### src/rtl/uart_tx_fifo.sv
// UART transmitter fed from an internal FIFO; frame format (data bits, parity, stop bits) is fixed
// by parameters and bit timing comes from the one-cycle UART_CLK strobe.
module uart_tx_fifo #(
  parameter int DATA_BITS  = 8,
  parameter int PARITY     = 0,
  parameter int STOP_BITS  = 1,
  parameter int FIFO_DEPTH = 16
) (
  input  logic                        CLK,
  input  logic                        RST_N,
  input  logic                        UART_CLK,
  input  logic [DATA_BITS-1:0]        DATA,
  input  logic                        DATA_READY,
  output logic                        TXD,
  output logic                        FULL,
  output logic [$clog2(FIFO_DEPTH):0] LEVEL,
  output logic                        IDLE
);
  localparam int AW = $clog2(FIFO_DEPTH);
  localparam int LW = AW + 1;

  typedef enum logic [2:0] {
    S_IDLE,
    S_WAIT,
    S_START,
    S_DATA,
    S_PARITY,
    S_STOP
  } state_t;

  state_t               state, state_next;
  logic [DATA_BITS-1:0] mem [FIFO_DEPTH];
  logic [AW-1:0]        wr_ptr, rd_ptr;
  logic [DATA_BITS-1:0] head;
  logic [DATA_BITS-1:0] shift;
  logic [3:0]           bit_cnt;
  logic                 stop_cnt;
  logic                 parity_bit;
  logic                 push, pop;
  logic                 last_data, last_stop;
  logic                 txd_next;

  assign FULL      = (LEVEL == LW'(FIFO_DEPTH));
  assign push      = DATA_READY && !FULL;
  assign head      = mem[rd_ptr];
  assign last_data = (bit_cnt == 4'(DATA_BITS - 1));
  assign last_stop = (stop_cnt == 1'(STOP_BITS - 1));

  always_ff @(posedge CLK) begin
    if (push) mem[wr_ptr] <= DATA;
  end

  // LEVEL only sees a push on the following cycle, so a word is never popped in the cycle it arrives
  always_ff @(posedge CLK or negedge RST_N) begin
    if (!RST_N) begin
      wr_ptr <= '0;
      rd_ptr <= '0;
      LEVEL  <= '0;
    end else begin
      if (push) wr_ptr <= wr_ptr + AW'(1);
      if (pop)  rd_ptr <= rd_ptr + AW'(1);
      if (push && !pop)      LEVEL <= LEVEL + LW'(1);
      else if (pop && !push) LEVEL <= LEVEL - LW'(1);
    end
  end

  always_comb begin
    state_next = state;
    pop        = 1'b0;
    case (state)
      S_IDLE: begin
        if (LEVEL != '0) begin
          pop        = 1'b1;
          state_next = S_WAIT;
        end
      end
      S_WAIT:   if (UART_CLK) state_next = S_START;
      S_START:  if (UART_CLK) state_next = S_DATA;
      S_DATA:   if (UART_CLK && last_data) state_next = (PARITY != 0) ? S_PARITY : S_STOP;
      S_PARITY: if (UART_CLK) state_next = S_STOP;
      // A queued word chains straight into the next start bit, no idle bit in between
      S_STOP: begin
        if (UART_CLK && last_stop) begin
          if (LEVEL != '0) begin
            pop        = 1'b1;
            state_next = S_START;
          end else begin
            state_next = S_IDLE;
          end
        end
      end
      default: state_next = S_IDLE;
    endcase
  end

  always_comb begin
    txd_next = 1'b1;
    case (state)
      S_START:  txd_next = 1'b0;
      S_DATA:   txd_next = shift[0];
      S_PARITY: txd_next = parity_bit;
      default:  txd_next = 1'b1;
    endcase
  end

  always_ff @(posedge CLK or negedge RST_N) begin
    if (!RST_N) begin
      state      <= S_IDLE;
      shift      <= '0;
      bit_cnt    <= '0;
      stop_cnt   <= 1'b0;
      parity_bit <= 1'b0;
      TXD        <= 1'b1;
      IDLE       <= 1'b1;
    end else begin
      state <= state_next;
      TXD   <= txd_next;
      IDLE  <= (state == S_IDLE) && (LEVEL == '0);
      if (pop) begin
        shift      <= head;
        bit_cnt    <= '0;
        stop_cnt   <= 1'b0;
        parity_bit <= (PARITY == 1) ? ~(^head) : ^head;
      end else if (UART_CLK) begin
        if (state == S_DATA) begin
          shift   <= shift >> 1;
          bit_cnt <= bit_cnt + 4'd1;
        end
        if (state == S_STOP) stop_cnt <= ~stop_cnt;
      end
    end
  end
endmodule

### config.mk
export PLATFORM = sky130hd
export DESIGN_NAME = uart_tx_fifo
export DESIGN_NICKNAME = d
export VERILOG_FILES = /design/src/rtl/uart_tx_fifo.sv
export SDC_FILE = /design/constraint.sdc
export NUM_CORES = 1
export LEC_CHECK = 0
export ABC_CLOCK_PERIOD_IN_PS = 4100
export CORE_ASPECT_RATIO = 1.5
export CORE_MARGIN = 8
export CORE_UTILIZATION = 55
export CTS_CLUSTER_SIZE = 12
export DETAILED_ROUTE_END_ITERATION = 12
export GPL_TIMING_DRIVEN = 0
export HOLD_SLACK_MARGIN = 0.1
export PLACE_DENSITY_LB_ADDON = 0.2
export SLEW_MARGIN = 40
export SYNTH_ARGS = -nofsm -noshare
export SYNTH_HDL_FRONTEND = slang
export SYNTH_SLANG_ARGS = --single-unit
### constraint.sdc
create_clock -name CLK -period 4.1 [get_ports CLK]
set_input_delay 0.82 -clock CLK [delete_from_list [all_inputs] [get_ports CLK]]
set_output_delay 0.82 -clock CLK [all_outputs]
set_load 0.005 [all_outputs]
==> results of run 1 <==
## cell usage after synthesis (all sizes together) (2+ instances only)
master    n
a211oi    2
a21o      3
a21oi     9
a221oi    5
a22o      3
a22oi     7
and2      3
buf       7
clkbuf   13
dfrtp    30
dfstp     2
edfxtp  128
ha       10
inv      10
mux2i     4
mux4     34
nand2    26
nand2b    5
nand4     2
nor2     25
nor2b     8
nor3      6
nor4      2
o21ai    17
xnor2    11
xor2      8
## metal layers
metal | vias to the layer above | routed length [microns]
met5 | - | 0
met4 | 0 | 210
met3 | 21 | 593
met2 | 103 | 7288
met1 | 1812 | 4820
li1 | 1581 | -
## flip-flops by register name, summed over array words and instances, names as in the netlist
register / flops
mem: 128
shift: 8
LEVEL: 5
bit_cnt: 4
rd_ptr: 4
wr_ptr: 4
state: 3
IDLE: 1
TXD: 1
parity_bit: 1
stop_cnt: 1
## final timing paths
kind / slack (ns) / cells after the start / to / start
max: 0.79 / 13 / LEVEL[4] / UART_CLK
min: 0.26 / 1 / LEVEL[0] / RST_N
max reg2reg: 1.05 / 8 / parity_bit / rd_ptr[2]
min reg2reg: 0.48 / 2 / parity_bit / parity_bit
max in group asynchronous: 3.36 / 2 / TXD / RST_N
min in group CLK: 0.48 / 2 / parity_bit / parity_bit
## final cells by class
class / instances / area, sq um / share of cell area [%]
Sequential cell: 160 / 4647 / 60.27
Buffer: 20 / 113.9 / 1.477
Clock buffer: 19 / 432.9 / 5.615
Tap cell: 153 / 191.4 / 2.483
Inverter: 10 / 37.54 / 0.4869
Timing Repair Buffer: 20 / 212.7 / 2.759
Multi-Input combinational cell: 199 / 1912 / 24.80
Clock inverter: 13 / 162.7 / 2.110
## power groups by stage
stage	registers (mW)	clock network [mW]	logic, mW
floorplan	2.16	0	1.57
global placement	2.18	0	2.05
detailed placement	2.20	0	2.11
CTS	2.16	1.60	2.14
global route	2.19	1.67	2.33
finish	2.16	1.58	2.14
## through the flow
| step | cells | util [%] | power (mW) |
|---|---|---|---|
| 2_1_floorplan | 389 | - | 3.731 |
| 3_3_place_gp | 561 | 59.14 | 4.229 |
| 5_1_grt | 594 | 64.82 | 6.192 |
| 6_report | 594 | 64.82 | 5.881 |
| 4_1_cts | 594 | 64.63 | 5.910 |
| 3_5_place_dp | 562 | 59.63 | 4.306 |
## worst max-delay path, cell delays in order
cell	delay, ns
clkdlybuf4s50_1	0.55
nand2_1	0.14
o22a_1	0.20
nor3_1	0.34
inv_1	0.19
ha_1	0.27
inv_1	0.12
ha_1	0.28
a21o_1	0.17
a21oi_1	0.18
xnor2_1	0.13
nor2_1	0.06
xor2_1	0.15
## logic make-up (layout without fill, tap and decap cells)
kind of cell,count (synthesis),after routing
flops,160,160
simple gates,80,80
compound gates,50,50
mux,38,38
buf+inv,30,82
xor+xnor,20,20
fa+ha+maj,11,11
==> run summary, run 1 <==
Initial Utilization - 55.93%
Clk_lat worst skew - 0.41 ns
Top cells by area, synth - edfxtp_1 (58%), dfrtp_1 (11%), mux4_2 (10%), ha_1 (1.9%), mux4_1 (1.6%)
CTS H-tree lvls - 4
Yosys warns - 0
Xor/xnor share of the synthesized area - 2.840%
Register area share after synthesis - 69.85%
RSZ-0062 raised after global routing - no
Clock-pin slew on the worst setup and hold paths - 0.06 ns
Final setup skew - 0.007713 ns
Fraction of layout cells with a size suffix above 1 - 18.82%
GRT busiest layer - met2
Hpwl dp - 8712 microns
Clock share of power - 26.9%
Final min period - 3.309 ns
Final Setup Violations - 0
Final Worst Setup Slack - 0.7913 ns
Cell Area, Synth - 6653 sq um
CTS Sinks - 160
Num rows - 49
Final hold vios - 0
Syn Nets - 412
Commonest cells after routing, fill and taps aside - edfxtp_1 (128), dfrtp_1 (30), mux4_2 (30)
Largest net degree at the start of global routing - 25
Hold Path Class - primary input to async pin
PostCTS Resize Cnt - 0
Initial antenna violation count - 0
Via count - 3517
Syn Area/Cell - 17.10 sq um
Synthesized flop and latch total - 160
Drt first-iter violations - 208
Crit. End Element - flip-flop
Final Cycle Share - 80.70%
Die boundary width - 105.8 microns
Synth Area in Simple Gates - 5.473%
Combinational power share - 36.3%
Worst setup path category - primary input to flip-flop
Worst slew margin - 42.34%
Commonest non-fill, non-tap cell in the layout - edfxtp_1
DRC errors left - 0
Slew at the pin closest to its max-slew limit - 0.8617 ns
IO Port Bufs - 19
Post-synthesis compound-gate area fraction - 5.040%
Total core area - 11890 sq um
Vias per cell - 5.921
Remaining Overflow, GRT - 0
Vias in the first global route - 3737
Cts hold-fix bufs - 0
CTS tree - built
M2 GR Usage - 31.10%
First-pass GRT wire length - 20610 microns
Fin area - 7710 sq um
Adder-Cell Fraction of Synth Area - 2.182%
Status - finished clean
MaxCap Viol Count - 0
Syn Inst Count - 389
WP data required - 4.40 ns
Global Route Usage Sum - 17.39%
CTS Buf Count - 17
Synth cell types - 40
Final ANT Viol Nets - 0
DRT Wirelength - 12910 microns
Area Growth Syn to Fin - 15.89%
First-pass DRT Iterations - 4
Full die area - 15940 sq um
Setup Fix Bufs, Post-CTS - 0
P_leak - 2.684 nW
Async S/R FF share, synth - 20.00%
Combinational family with the most area after synthesis - multiplexers
Clk buf depth - 2
Grt met1 use - 19.50%
Place WS - 0.3316 ns
Hold slack - 0.2644 ns
Max rail drop VDD - 0.3751 mV
Sum Neg Setup Slack - 0 ns
PwrDens - 762.8 nW/um^2
Crit-path max FO - 5
Yosys top cell area share - 57.78%
Sw frac - 32.07%
Die Y - 150.7 microns
Routed WL per cell - 21.74 microns
F_max - 302.2 MHz
Post-DP Area - 7092 sq um
Sw Pwr - 1.886 mW
Startpoint types - primary input
Crit path DAT - 3.61 ns
Sequential share of power - 36.8%
Fillers - 812
Post-synthesis mux area share - 12.34%
NumNets Final - 451
P_int - 3.995 mW
Root buf cell - clkbuf_16
Diode count - 0
Number of synthesized flops with an enable pin - 128
Fin. max-slew vios - 0
GP Congestion - 0.7808
Io pins - 20
GRT met3 Usage - 3.942%
Ys flop type - edfxtp_1
Synth area leader - edfxtp_1
No activity file was read; power rests on OpenSTA's default activity.
==> run 2: changes to the inputs <==
--- a/config.mk
+++ b/config.mk
@@ -5,7 +5,7 @@
 export SDC_FILE = /design/constraint.sdc
 export NUM_CORES = 1
 export LEC_CHECK = 0
-export ABC_CLOCK_PERIOD_IN_PS = 4100
+export ABC_CLOCK_PERIOD_IN_PS = 3000
 export CORE_ASPECT_RATIO = 1.5
 export CORE_MARGIN = 8
 export CORE_UTILIZATION = 55
==> constraint.sdc (replaced) <==
create_clock -name CLK -period 3 [get_ports CLK]
set_input_delay 0.6 -clock CLK [delete_from_list [all_inputs] [get_ports CLK]]
set_output_delay 0.6 -clock CLK [all_outputs]
set_load 0.005 [all_outputs]
==> run 2 against run 1 <==
Largest cell class unchanged; global-route usage about the same; critical path depth down 1; sequential share of layout area down 0.35 points.
==> run summary, run 2 (synthesis results as in run 1) <==
Status - finished clean
PwrDens - 1043 nW/um^2 (+37%)
CTS Buf Count - 17 (unchanged)
Global Route Usage Sum - 17.44% (+0.047 points)
CP startpoint - LEVEL[1]
Hold Path Class - flip-flop to flip-flop
Clk buf depth - 2 (unchanged)
Die Y - 150.7 microns (unchanged)
WP data required - 3.30 ns (-1.10 ns)
Post-DP Area - 7092 sq um (unchanged)
DRC errors left - 0 (unchanged)
Hpwl dp - 8712 microns (unchanged)
First-pass DRT Iterations - 5 (+1)
Hold path startpoint - parity_bit
Fillers - 802 (-1.2%)
Initial antenna violation count - 0 (unchanged)
Clk_lat worst skew - 0.42 ns (about the same)
Hold slack - 0.4828 ns (+0.2184 ns)
Fin area - 7755 sq um (+0.58%)
Total core area - 11890 sq um (unchanged)
Full die area - 15940 sq um (unchanged)
Commonest cells after routing, fill and taps aside - edfxtp_1 (128), dfrtp_1 (30), mux4_2 (30)
NumNets Final - 452 (+0.22%)
Fraction of layout cells with a size suffix above 1 - 20.14% (+1.3 points)
Setup Fix Bufs, Post-CTS - 0 (unchanged)
Crit. End Element - flip-flop
FF/Latch Area - 4647 sq um (unchanged)
Worst setup path category - flip-flop to flip-flop
Crit path DAT - 3.08 ns (-0.53 ns)
F_max - 359.7 MHz
Via count - 3520 (+0.085%)
Initial Utilization - 55.93% (unchanged)
Remaining Overflow, GRT - 0 (unchanged)
Drt first-iter violations - 231 (+11%)
Final min period - 2.780 ns
Final hold vios - 0 (unchanged)
Fin. max-slew vios - 0 (unchanged)
Crit-path max FO - 5 (unchanged)
Biggest registers after layout - mem x128, shift x8, LEVEL x5
Max rail drop VDD - 0.5226 mV (+39%)
Clock-pin slew on the worst setup and hold paths - 0.06 ns (about the same)
R2r startpoint - LEVEL[1]
Startpoint types - flip-flop
Largest net degree at the start of global routing - 25 (unchanged)
Most flops, register - mem
IO Port Bufs - 19 (unchanged)
Final Cycle Share - 92.67%
Vias per cell - 5.916 (about the same)
Pwr Total - 8.088 mW (+38%)
CTS Sinks - 160 (unchanged)
Diode count - 0 (unchanged)
GP Congestion - 0.7808 (unchanged)
Die boundary width - 105.8 microns (unchanged)
DRT Wirelength - 13000 microns (+0.67%)
Sum Neg Setup Slack - 0 ns (unchanged)
Num rows - 49 (unchanged)
RSZ-0062 raised after global routing - no
Final setup skew - 0.007034 ns (-0.0006786 ns)
Slew at the pin closest to its max-slew limit - 0.8729 ns (+0.01124 ns)
MaxCap Viol Count - 0 (unchanged)
Final Setup Violations - 0 (unchanged)
CTS H-tree lvls - 4 (unchanged)
Vias in the first global route - 3743 (+0.16%)
Final ANT Viol Nets - 0 (unchanged)
Io pins - 20 (unchanged)
Max FFs per register - 128 (unchanged)
Area of the multi-input gates - 1941 sq um (+1.5%)
P_leak - 2.710 nW (+0.96%)
Routed WL per cell - 21.85 microns (+0.50%)
Worst slew margin - 41.59% (-0.75 points)
CTS tree - built
First-pass GRT wire length - 20670 microns (+0.30%)
Commonest non-fill, non-tap cell in the layout - edfxtp_1
Root buf cell - clkbuf_16
Area Growth Syn to Fin - 16.57%
-- run 2: cell types whose count changed in the layout (fill, tap and decap cells not counted) --
cell             previous run  this run
buf_2                       1         2
dlygate4sd3_1               0         1
nor2b_2                     0         1
clkbuf_1                   15        12
nor4_1                      2         1
nor2b_1                     8         7
nor3_1                      2         1
nor4_4                      0         1
clkdlybuf4s50_1            18        17
nor3_4                      2         3
clkbuf_2                    0         2
dlymetal6s2s_1              0         1
-- run 2: layer usage --
metal	vias to the layer above	track usage [%]	routed length (microns)
li1	1586	-	-
met1	1799	19.59	4884
met2	110	31.17	7271
met3	25	3.942	602
met4	0	7.279	241
met5	-	0	0
-- run 2: final timing paths --
path	endpoint	slack, ns	depth (start not counted)
setup / recovery	LEVEL[4]	0.22	12
hold / removal	parity_bit	0.48	2
setup reg to reg	LEVEL[4]	0.22	12
hold reg to reg	parity_bit	0.48	2
max in group asynchronous	TXD	1.95	3
min in group asynchronous	LEVEL[0]	0.58	2
-- run 2: per-stage QoR --
stage                     utilization, %  worst slack (ns)  instances
final                              65.20            0.2198        595
after floorplan                        -            0.4236        389
after detailed placement           59.63           -0.5484        562
after CTS                          64.78          0.002697        595
after global routing               65.20           0.01222        595
after global placement             59.14           -0.5343        561
-- run 2: area by class of cell --
class | count | share of cell area [%]
flip-flops and latches | 160 | 59.92
multi-input cells | 199 | 25.02
clock buffers | 19 | 5.582
repair buffers | 21 | 2.904
well taps | 153 | 2.469
clock inverters | 13 | 2.097
plain buffers | 20 | 1.517
inverters | 10 | 0.4840
-- run 2: worst max-delay path, stage by stage (launching register included) --
cell     delay, ns
dfrtp_1       0.45
nor4_4        0.33
nor2b_2       0.29
nor3_4        0.08
inv_1         0.14
ha_1          0.24
inv_1         0.11
ha_1          0.33
a21o_1        0.17
a21oi_1       0.18
xnor2_1       0.13
nor2_1        0.06
xor2_1        0.15
-- run 2: power by group --
group / internal, mW / switching, mW / total [mW]
registers: 2.79 / 0.187 / 2.98
logic: 1.37 / 1.57 / 2.94
clock network: 1.31 / 0.859 / 2.17
-- run 2: what timing repair did --
item | 4_1_cts | 5_1_grt
endpoints found under the setup margin | 2 | 3
gates resized for setup | 3 | 8
hold endpoints to repair | 8 | 0
hold buffers | 1 | 0
